$ cat src/rtl/regfile_wb_arbiter.sv
// Register-file writeback arbiter. It picks ALU or load writeback round-robin,
// registers the write port, and keeps a pending-write scoreboard for decode.
module regfile_wb_arbiter (
  input  logic        clock,
  input  logic        reset,
  input  logic        a_valid,
  output logic        a_ready,
  input  logic [4:0]  a_rd,
  input  logic [31:0] a_data,
  input  logic        b_valid,
  output logic        b_ready,
  input  logic [4:0]  b_rd,
  input  logic [31:0] b_data,
  output logic        wr_en,
  output logic [4:0]  wr_sel,
  output logic [31:0] wr_data,
  input  logic        issue_valid,
  input  logic [4:0]  issue_rd,
  output logic        issue_stall,
  input  logic [4:0]  rs1_sel,
  input  logic [4:0]  rs2_sel,
  output logic        rs1_busy,
  output logic        rs2_busy,
  output logic [31:0] busy_vec
);

  typedef struct packed {
    logic [4:0]  rd;
    logic [31:0] data;
  } wb_req_t;

  wb_req_t     a_req, b_req, win_req;
  logic        last_grant_b;
  logic        xfer;
  logic        issue_ok;
  logic [31:1] busy_q;

  assign a_req = {a_rd, a_data};
  assign b_req = {b_rd, b_data};

  // Each ready looks only at both valids and the last winner, never at the other ready.
  always_comb begin
    a_ready = a_valid && (!b_valid || last_grant_b);
    b_ready = b_valid && (!a_valid || !last_grant_b);
  end

  assign xfer    = a_ready || b_ready;
  assign win_req = a_ready ? a_req : b_req;

  always_ff @(posedge clock or posedge reset) begin
    if (reset)     last_grant_b <= 1'b1;
    else if (xfer) last_grant_b <= b_ready;
  end

  // An x0 write is accepted upstream but never reaches the file.
  always_ff @(posedge clock or posedge reset) begin
    if (reset) begin
      wr_en   <= 1'b0;
      wr_sel  <= '0;
      wr_data <= '0;
    end else begin
      wr_en <= xfer && (win_req.rd != 5'd0);
      if (xfer) begin
        wr_sel  <= win_req.rd;
        wr_data <= win_req.data;
      end
    end
  end

  assign issue_stall = issue_valid && (issue_rd != 5'd0) && busy_vec[issue_rd];
  assign issue_ok    = issue_valid && !issue_stall && (issue_rd != 5'd0);

  // Per-register pending bit; a new issue beats a retiring write on the same edge.
  for (genvar i = 1; i < 32; i++) begin : g_busy
    always_ff @(posedge clock or posedge reset) begin
      if (reset)                               busy_q[i] <= 1'b0;
      else if (issue_ok && issue_rd == 5'(i))  busy_q[i] <= 1'b1;
      else if (wr_en && wr_sel == 5'(i))       busy_q[i] <= 1'b0;
    end
  end

  assign busy_vec = {busy_q, 1'b0};
  assign rs1_busy = busy_vec[rs1_sel];
  assign rs2_busy = busy_vec[rs2_sel];

endmodule

$ cat config.mk
export PLATFORM = sky130hd
export DESIGN_NAME = regfile_wb_arbiter
export DESIGN_NICKNAME = d
export VERILOG_FILES = /design/src/rtl/regfile_wb_arbiter.sv
export SDC_FILE = /design/constraint.sdc
export NUM_CORES = 1
export LEC_CHECK = 0
export CORE_MARGIN = 3
export CORE_UTILIZATION = 39
export DETAILED_ROUTE_END_ITERATION = 16
export PLACE_DENSITY_LB_ADDON = 0.2
export RECOVER_POWER = 50
export REMOVE_ABC_BUFFERS = 1
export SLEW_MARGIN = 0
export SYNTH_ARGS = -nofsm -noshare
export SYNTH_HDL_FRONTEND = slang
export SYNTH_SLANG_ARGS = --single-unit
$ cat constraint.sdc
create_clock -name clock -period 1.84 [get_ports clock]
set_input_delay 0.184 -clock clock [delete_from_list [all_inputs] [get_ports clock]]
set_output_delay 0.184 -clock clock [all_outputs]
set_load 0.05 [all_outputs]
==> impl_metrics.tcl, run 1 <==
set metrics [dict create \
    avgSynthCellArea_um2 10.1 \
    synth_area_leaders "dfrtp_1 44%, mux4_2 11%, nor2_1 7.4%" \
    cts.path.max_buffers 2 \
    postRouteAntennaNets 0 \
    violations "setup timing" \
    hold_path_class "in -> reg" \
    yosys_warnings 0 \
    ctsHoldBuffers 0 \
    fp.coreArea_mm2 0.00950 \
    pin_count 169 \
    n_fill_cell 818 \
    clk_latency_ns 0.36 \
    finalSetupViolCount 3 \
    max_stage_delay_ns 0.48 \
    maxCapViolCount 0 \
    place.gp.congestion 0.990 \
    dp_cells 717 \
    power_frac_clock 0.152 \
    cts.sink_count 70 \
    drc 0 \
    slew_headroom 0.360 \
    grt_max_degree 71 \
    tightest_slew_ns 0.960 \
    fin_nets 695 \
    n_antenna_cell 0 \
    io_buffers 167 \
    slew_violations 0 \
    synth_top_cell_area_share 0.440 \
    post_drt_wl_per_cell_um 19.4 \
    fin_ws_ns -0.430 \
    use_met2 0.433 \
    busiest_layer "met2" \
    p_int_mw 4.46 \
    die_height_um 106 \
    ys_seq_area_frac 0.447 \
    fp-row-count 35 \
    p_sw_frac 0.478 \
    grt_pass1_wl_mm 22.8 \
    first_pass_iters 5 \
    totalWireLength_mm 14.3 \
    synth-edff-count 0 \
    worstPathRequired_ns 1.66 \
    synth_async_sr_flop_share 1.00 \
    synth.largest_area_cell "dfrtp_1" \
    critPathLaunchType "register" \
    min_period_ns 2.27 \
    dieArea_mm2 0.0113 \
    grt_usage 0.260 \
    grt_overflow 0 \
    pwr-share-comb 0.537 \
    fmax_ghz 0.440 \
    synth_area_mm2 0.00392 \
    drt_iter0_markers 276 \
    synth_cell_types 42 \
    yosys_register_bits 70 \
    power-per-cell-area_mw_per_mm2 1380 \
    use_met1 0.302 \
    power_leakage_nw 2.55 \
    ys.flop_type "dfrtp_1" \
    critPathArrivalTime_ns 2.09 \
    dp_hpwl_mm 11.2 \
    cts_buffers 9 \
    finClkSkew_ns 0.0160 \
    fin_util 0.651 \
    stdcell_count 735 \
    synthToLayoutAreaGrowth_pct 57.9 \
    critPathKind "reg -> out" \
    initial_core_util 0.413 \
    regArea_mm2 0.00176 \
    fin_crit_sh 1.23 \
    endpoint_kind "primary output" \
    clk_pin_slew_ns 0.09 \
    multi_input_area_mm2 0.00203 \
    die_x_um 106 \
    ir_drop_v 0.000726 \
    htreeDepth 3 \
    cp_max_fo 5 \
    drive_gt1_frac 0.226 \
    pwr-share-seq 0.312 \
    vias 4121 \
    met3_usage 0.0856 \
    cpMaxStageDelayCell "mux4_2" \
    cp_cell_sequence "mux2_2 -> mux4_2 -> o311ai_2 -> a311oi_1 -> buf_4" \
    outcome "finished, violations left" \
    grt_pass1_vias 4286 \
    cts_tree "yes" \
    synthCells 389 \
    p_switching_mw 4.08 \
    cts_root_buffer "clkbuf_8" \
    hold_violations 0 \
    avgViaCountPerCell 5.61 \
    layout_common_cells "122 x clkdlybuf4s50_1, 77 x nor2_1, 66 x dfrtp_1, 63 x buf_4, 37 x o21ai_0" \
    antenna_found_initial 0 \
    final_common_cell "clkdlybuf4s50_1" \
    rsz0062_at_grt "true" \
]
through the flow:
stage / hold slack [ns] / worst slack (ns) / total power [mW] / TNS [ns] / instance area, um2
floorplan: 0.247 / -0.762 / 5.23 / -9.18 / 3800
detailed placement: 0.518 / -0.567 / 7.41 / -9.80 / 6030
global placement: 0.506 / -0.500 / 7.31 / -8.44 / 6030
global route: 0.389 / -0.483 / 8.96 / -1.53 / 6190
CTS: 0.219 / -0.444 / 8.69 / -1.25 / 6260
finish: 0.399 / -0.430 / 8.54 / -1.23 / 6190
sequential cells by signal, summed over array words and instances, names as in the netlist:
signal / count
wr_data: 32
busy_vec: 31
wr_sel: 5
last_grant_b: 1
wr_en: 1
critical path: cells and delay by family, from the launching register on:
| kind | cells | cell delay (ns) |
|---|---|---|
| compound gates | 2 | 0.31 |
| buf+inv | 1 | 0.21 |
| flops | 1 | 0.46 |
| mux | 2 | 0.75 |
kinds of logic after synthesis:
group	synth area share
and+or+nand+nor	0.153
buffers and inverters	0.0424
AOI/OAI and AO/OA	0.173
other	0.000956
DFF	0.447
muxes	0.183
routing by layer:
metal  share of wire  vias to the layer above
met5               0                        -
met4           0.042                        0
met3            0.10                       38
met2            0.48                      245
met1            0.37                     1975
li1                -                     1863
cell usage after synthesis, types with 11 or more instances:
master	count
nor2_1	77
dfrtp_1	69
o21ai_0	37
o22ai_1	35
mux4_2	20
clkbuf_1	13
nand2_1	12
nand2b_1	12
o21ai_1	12
inv_1	11
mux2_2	11
cell type report:
| type | instances | share of cell area |
|---|---|---|
| well taps | 129 | 0.0261 |
| repair buffers | 226 | 0.323 |
| clock buffers | 9 | 0.0200 |
| flip-flops and latches | 70 | 0.284 |
| inverters | 11 | 0.00667 |
| clock inverters | 7 | 0.0129 |
| multi-input cells | 283 | 0.327 |
worst paths after layout:
path | start | endpoint | slack [ns] | depth (start not counted)
worst max-delay path | busy_vec[14] | issue_stall | -0.43 | 5
worst min-delay path | a_data[1] | wr_data[1] | 0.40 | 3
worst max register to register | busy_vec[22] | busy_vec[23] | 0.06 | 4
worst min register to register | wr_data[1] | wr_data[1] | 0.54 | 2
max in group asynchronous | reset | busy_vec[15] | 0.59 | 3
min in group asynchronous | reset | busy_vec[8] | 0.57 | 3
timing repair:
| item | CTS | global route |
|---|---|---|
| gates resized for setup | 30 | 6 |
| endpoints found under the setup margin | 31 | 8 |
| setup buffers | 2 | 0 |
power groups by stage:
| stage | clock (mW) | combinational [mW] | sequential (mW) |
|---|---|---|---|
| 3_5_place_dp | 0 | 4.72 | 2.68 |
| 5_1_grt | 1.40 | 4.85 | 2.71 |
| 6_report | 1.30 | 4.58 | 2.66 |
| 2_1_floorplan | 0 | 1.28 | 3.95 |
| 4_1_cts | 1.34 | 4.69 | 2.66 |
| 3_3_place_gp | 0 | 4.66 | 2.65 |
No activity file was read; power rests on OpenSTA's default activity.
==> run 2, diff against run 1 <==
Settings changed: CORE_ASPECT_RATIO set to 2, GPL_ROUTABILITY_DRIVEN set to 0.
==> impl_metrics.tcl, run 2 (synthesis results as in run 1) <==
set metrics [dict create \
    cts_tree "yes" \
    totalWireLength_mm 14.9 \
    slew_headroom 0.353 \
    die_height_um 148 \
    post_drt_wl_per_cell_um 20.2 \
    fin_crit_sh 1.22 \
    drive_gt1_frac 0.226 \
    vias 4183 \
    grt_max_degree 71 \
    final_common_cell "clkdlybuf4s50_1" \
    hold_violations 0 \
    worstHoldStart "a_data[0]" \
    initial_core_util 0.402 \
    tightest_slew_ns 0.971 \
    synthToLayoutAreaGrowth_pct 60.9 \
    power_leakage_nw 2.60 \
    drt_iter0_markers 228 \
    power-per-cell-area_mw_per_mm2 1440 \
    layout_common_cells "126 x clkdlybuf4s50_1, 77 x nor2_1, 64 x dfrtp_1, 57 x buf_4, 37 x o21ai_0" \
    cts_root_buffer "clkbuf_16" \
    outcome "finished, violations left" \
    n_fill_cell 814 \
    grt_pass1_vias 4387 \
    crit_buf_inv 1 \
    grt_overflow 0 \
    cts_buffers 9 \
    dp_hpwl_mm 11.8 \
    cpMaxStageDelayCell "mux4_2" \
    worstHoldEndpoint "wr_data[0]" \
    maxCapViolCount 0 \
    finalSetupViolCount 3 \
    dieArea_mm2 0.0114 \
    clk_latency_ns 0.32 \
    cp_cell_sequence "mux2_2 -> mux4_2 -> o311ai_2 -> a311oi_1 -> buf_4" \
    die_x_um 76.9 \
    postRouteAntennaNets 0 \
    dp_slack_ns -0.537 \
    multi_input_area_mm2 0.00203 \
    reg2reg_slack_ns 0.07 \
    endpoint_kind "primary output" \
    hold_path_class "in -> reg" \
    ff2ff_path_depth 4 \
    cts.path.max_buffers 2 \
    cp_max_fo 4 \
    min_period_ns 2.25 \
    drc 0 \
    violations "setup timing" \
    n_antenna_cell 0 \
    finalInstanceArea_mm2 0.00631 \
    fp.coreArea_mm2 0.00976 \
    r2r_start "busy_vec[22]" \
    critPathArrivalTime_ns 2.07 \
    fp-row-count 51 \
    dp_cells 719 \
    antenna_found_initial 0 \
    power_mw 9.10 \
    io_buffers 167 \
    grt_pass1_wl_mm 22.9 \
    worstPathRequired_ns 1.66 \
    worstHoldPathCells 3 \
    fin_nets 696 \
    max_flop_register "wr_data" \
    crit_family "multiplexers" \
    critPathLaunchType "register" \
    crit_cells 5 \
    stdcell_count 739 \
    critPathKind "reg -> out" \
    finClkSkew_ns 0.00526 \
    fmax_ghz 0.444 \
    slew_violations 0 \
    ctsHoldBuffers 0 \
    pin_count 169 \
    r2r-end "busy_vec[23]" \
    htreeDepth 3 \
    clk_pin_slew_ns 0.05 \
    first_pass_iters 5 \
    avgViaCountPerCell 5.66 \
    fin_ws_ns -0.412 \
    grt_usage 0.264 \
    max_stage_delay_ns 0.51 \
    regArea_mm2 0.00176 \
    place_area_mm2 0.00603 \
    cts.sink_count 70 \
    ir_drop_v 0.000747 \
    rsz0062_at_grt "true" \
    largest_reg_flops 32 \
]
-- run 2: changes by cell type in the layout (fill, tap and decap cells not counted), sizes merged --
cell	before	now
clkinv	2	3
clkdlybuf4s50	122	126
clkinvlp	2	0
dlygate4sd2	17	3
dlymetal6s2s	1	3
buf	67	64
dlygate4sd3	1	2
clkbuf	27	42
inv	13	10
-- run 2: cell type report --
class | count | area share
inverters | 11 | 0.00654
repair buffers | 227 | 0.316
multi-input cells | 283 | 0.322
clock buffers | 13 | 0.0444
clock inverters | 3 | 0.00634
flip-flops and latches | 70 | 0.279
well taps | 132 | 0.0262
-- run 2: worst reg2reg max path, cell delays in order, from the launching register on --
cell and delay [ns]:
dfrtp_1 0.44, buf_4 0.17, mux4_1 0.48, or3_4 0.43
o21ai_1 0.16
-- run 2: how the worst max path moves through the flow --
stage | startpoint | to
after floorplan | busy_vec[13] | issue_stall
after global placement | rs2_sel[0] | rs2_busy
after detailed placement | rs2_sel[0] | rs2_busy
after CTS | busy_vec[15] | issue_stall
after global routing | busy_vec[15] | issue_stall
final | busy_vec[15] | issue_stall
-- run 2: power by group --
part | internal (mW) | switching [mW] | total, mW
Sequential | 1.99 | 0.677 | 2.67
Combinational | 1.81 | 2.82 | 4.63
Clock | 1.19 | 0.606 | 1.80
Total | 5.00 | 4.10 | 9.10
-- run 2: timing repair --
action                                  4_1_cts  5_1_grt
gates resized for setup                      15       14
setup buffers                                 3        1
pin swaps                                     2        2
endpoints found under the setup margin       12        8
-- run 2: per-layer routing --
layer / GRT usage / vias up / wire length (um) / part of all wire
li1: - / 1872 / - / -
met1: 0.228 / 1971 / 4470 / 0.30
met2: 0.510 / 268 / 8350 / 0.56
met3: 0.0567 / 72 / 1020 / 0.069
met4: 0.193 / 0 / 1050 / 0.071
met5: 0 / - / 0 / 0
-- run 2: through the flow --
| step | utilization | setup TNS [ns] | hold slack [ns] |
|---|---|---|---|
| final | 0.646 | -1.17 | 0.436 |
| after global routing | 0.646 | -1.28 | 0.442 |
| after CTS | 0.656 | -1.28 | 0.271 |
| after detailed placement | 0.617 | -8.27 | 0.516 |
| after global placement | 0.617 | -8.15 | 0.518 |
| after floorplan | - | -9.18 | 0.247 |
==> run 3, diff against run 2 <==
Settings changed: CORE_UTILIZATION 39 to 40, CTS_BUF_LIST set to sky130_fd_sc_hd__clkbuf_2.
==> impl_metrics.tcl, run 3 (synthesis results as in run 1) <==
set metrics [dict create \
    worstPathRequired_ns 1.66 \
    fin_nets 704 \
    vias 4175 \
    crit_start "busy_vec[15]" \
    htreeDepth 3 \
    rsz0062_at_grt "true" \
    pwr-share-comb 0.581 \
    multi_input_area_mm2 0.00203 \
    final_common_cell "clkdlybuf4s50_1" \
    cts_buffers 9 \
    hold_violations 0 \
    dp_hpwl_mm 11.2 \
    power_leakage_nw 2.63 \
    postRouteAntennaNets 0 \
    grt_overflow 0 \
    tns_ns -1.88 \
    p_sw_frac 0.475 \
    slew_violations 0 \
    grt_max_degree 71 \
    cts.path.max_buffers 2 \
    grt_pass1_vias 4506 \
    power_mw 8.25 \
    finalInstanceArea_mm2 0.00618 \
    dieArea_mm2 0.0111 \
    reg2reg_slack_ns -0.05 \
    fin_ws_ns -0.600 \
    fmax_ghz 0.410 \
    hold_path_class "in -> reg" \
    critPathKind "reg -> out" \
    antenna_found_initial 1 \
    p_switching_mw 3.91 \
    layout_common_cells "92 x clkdlybuf4s50_1, 83 x buf_4, 77 x nor2_1, 69 x dfrtp_1, 42 x dlygate4sd2_1" \
    fp-row-count 50 \
    drive_gt1_frac 0.263 \
    initial_core_util 0.415 \
    regArea_mm2 0.00175 \
    ff2ff_path_depth 6 \
    p_int_mw 4.33 \
    pwr-share-seq 0.299 \
    fin_util 0.654 \
    power-per-cell-area_mw_per_mm2 1330 \
    cp_max_fo 4 \
    r2r_start "last_grant_b" \
    outcome "finished, violations left" \
    violations "setup timing" \
    clk_latency_ns 0.49 \
    finClkSkew_ns 0.0191 \
    fp.coreArea_mm2 0.00945 \
    pin_count 169 \
    endpoint_kind "primary output" \
    power_frac_clock 0.120 \
    n_fill_cell 788 \
    ir_drop_v 0.000623 \
    clk_pin_slew_ns 0.20 \
    critPathLaunchType "register" \
    maxCapViolCount 0 \
    cts.sink_count 70 \
    finalSetupViolCount 6 \
    tightest_slew_ns 0.966 \
    max_flop_register "wr_data" \
    totalWireLength_mm 14.6 \
    critPathArrivalTime_ns 2.26 \
    die_height_um 146 \
    cts_root_buffer "clkbuf_2" \
    r2r-end "wr_sel[0]" \
    grt_usage 0.269 \
    io_buffers 167 \
    grt_pass1_wl_mm 23.1 \
    crit_path_end "issue_stall" \
    drt_iter0_markers 298 \
    synthToLayoutAreaGrowth_pct 57.6 \
    die_x_um 76.0 \
    min_period_ns 2.44 \
    avgViaCountPerCell 5.60 \
    place_area_mm2 0.00602 \
    slew_headroom 0.356 \
    post_drt_wl_per_cell_um 19.6 \
    drc 0 \
    largest_reg_flops 32 \
    worstHoldStart "a_data[20]" \
    first_pass_iters 4 \
    cts_tree "yes" \
    fin_crit_sh 1.33 \
]
==> run 3: how the worst min path moves through the flow <==
stage	to	slack, ns	cells after the start
floorplan	last_grant_b	0.25	1
global placement	wr_data[9]	0.52	2
detailed placement	wr_data[26]	0.53	2
CTS	wr_data[11]	0.007	3
global route	wr_data[23]	0.17	3
finish	wr_data[20]	0.24	3
==> run 3: per-stage QoR <==
step	setup slack [ns]	hold slack [ns]	std cells
after global routing	-0.734	0.170	746
after floorplan	-0.762	0.247	364
after CTS	-0.667	0.00750	741
after global placement	-0.565	0.517	716
final	-0.600	0.239	746
after detailed placement	-0.563	0.525	716
==> run 3: what timing repair did <==
item,in CTS,in global routing
setup endpoints to repair,49,9
hold buffers,0,1
pin swaps,0,0
endpoints found under the hold margin,0,5
gates resized for setup,57,9
gates cloned,2,0
buffers inserted,7,4
==> run 3: layout make-up <==
class	count	share of cell area
Clock inverter	5	0.0119
Clock buffer	11	0.00891
Multi-Input combinational cell	283	0.329
Timing Repair Buffer	235	0.333
Antenna cell	1	0.000405
Sequential cell	70	0.284
Tap cell	130	0.0263
Inverter	11	0.00668
==> run 3: critical path, stage by stage, from the launching register on <==
cell and delay (ns):
dfrtp_1 0.46, mux2_2 0.28, mux4_2 0.50, o311ai_2 0.24, a311oi_1 0.08, buf_4 0.21
==> run 3: power by group through the flow <==
stage | sequential (mW) | combinational (mW) | clock [mW]
detailed placement | 2.52 | 4.83 | 0
global route | 2.53 | 5.03 | 1.09
floorplan | 3.95 | 1.28 | 0
global placement | 2.48 | 4.78 | 0
finish | 2.47 | 4.79 | 0.985
CTS | 2.47 | 4.83 | 1.02
==> run 3: layer usage <==
layer,up-vias,part of all wire,GRT usage
li1,1883,-,-
met1,2012,0.31,0.239
met2,223,0.56,0.514
met3,57,0.066,0.0698
met4,0,0.070,0.182
met5,-,0,0
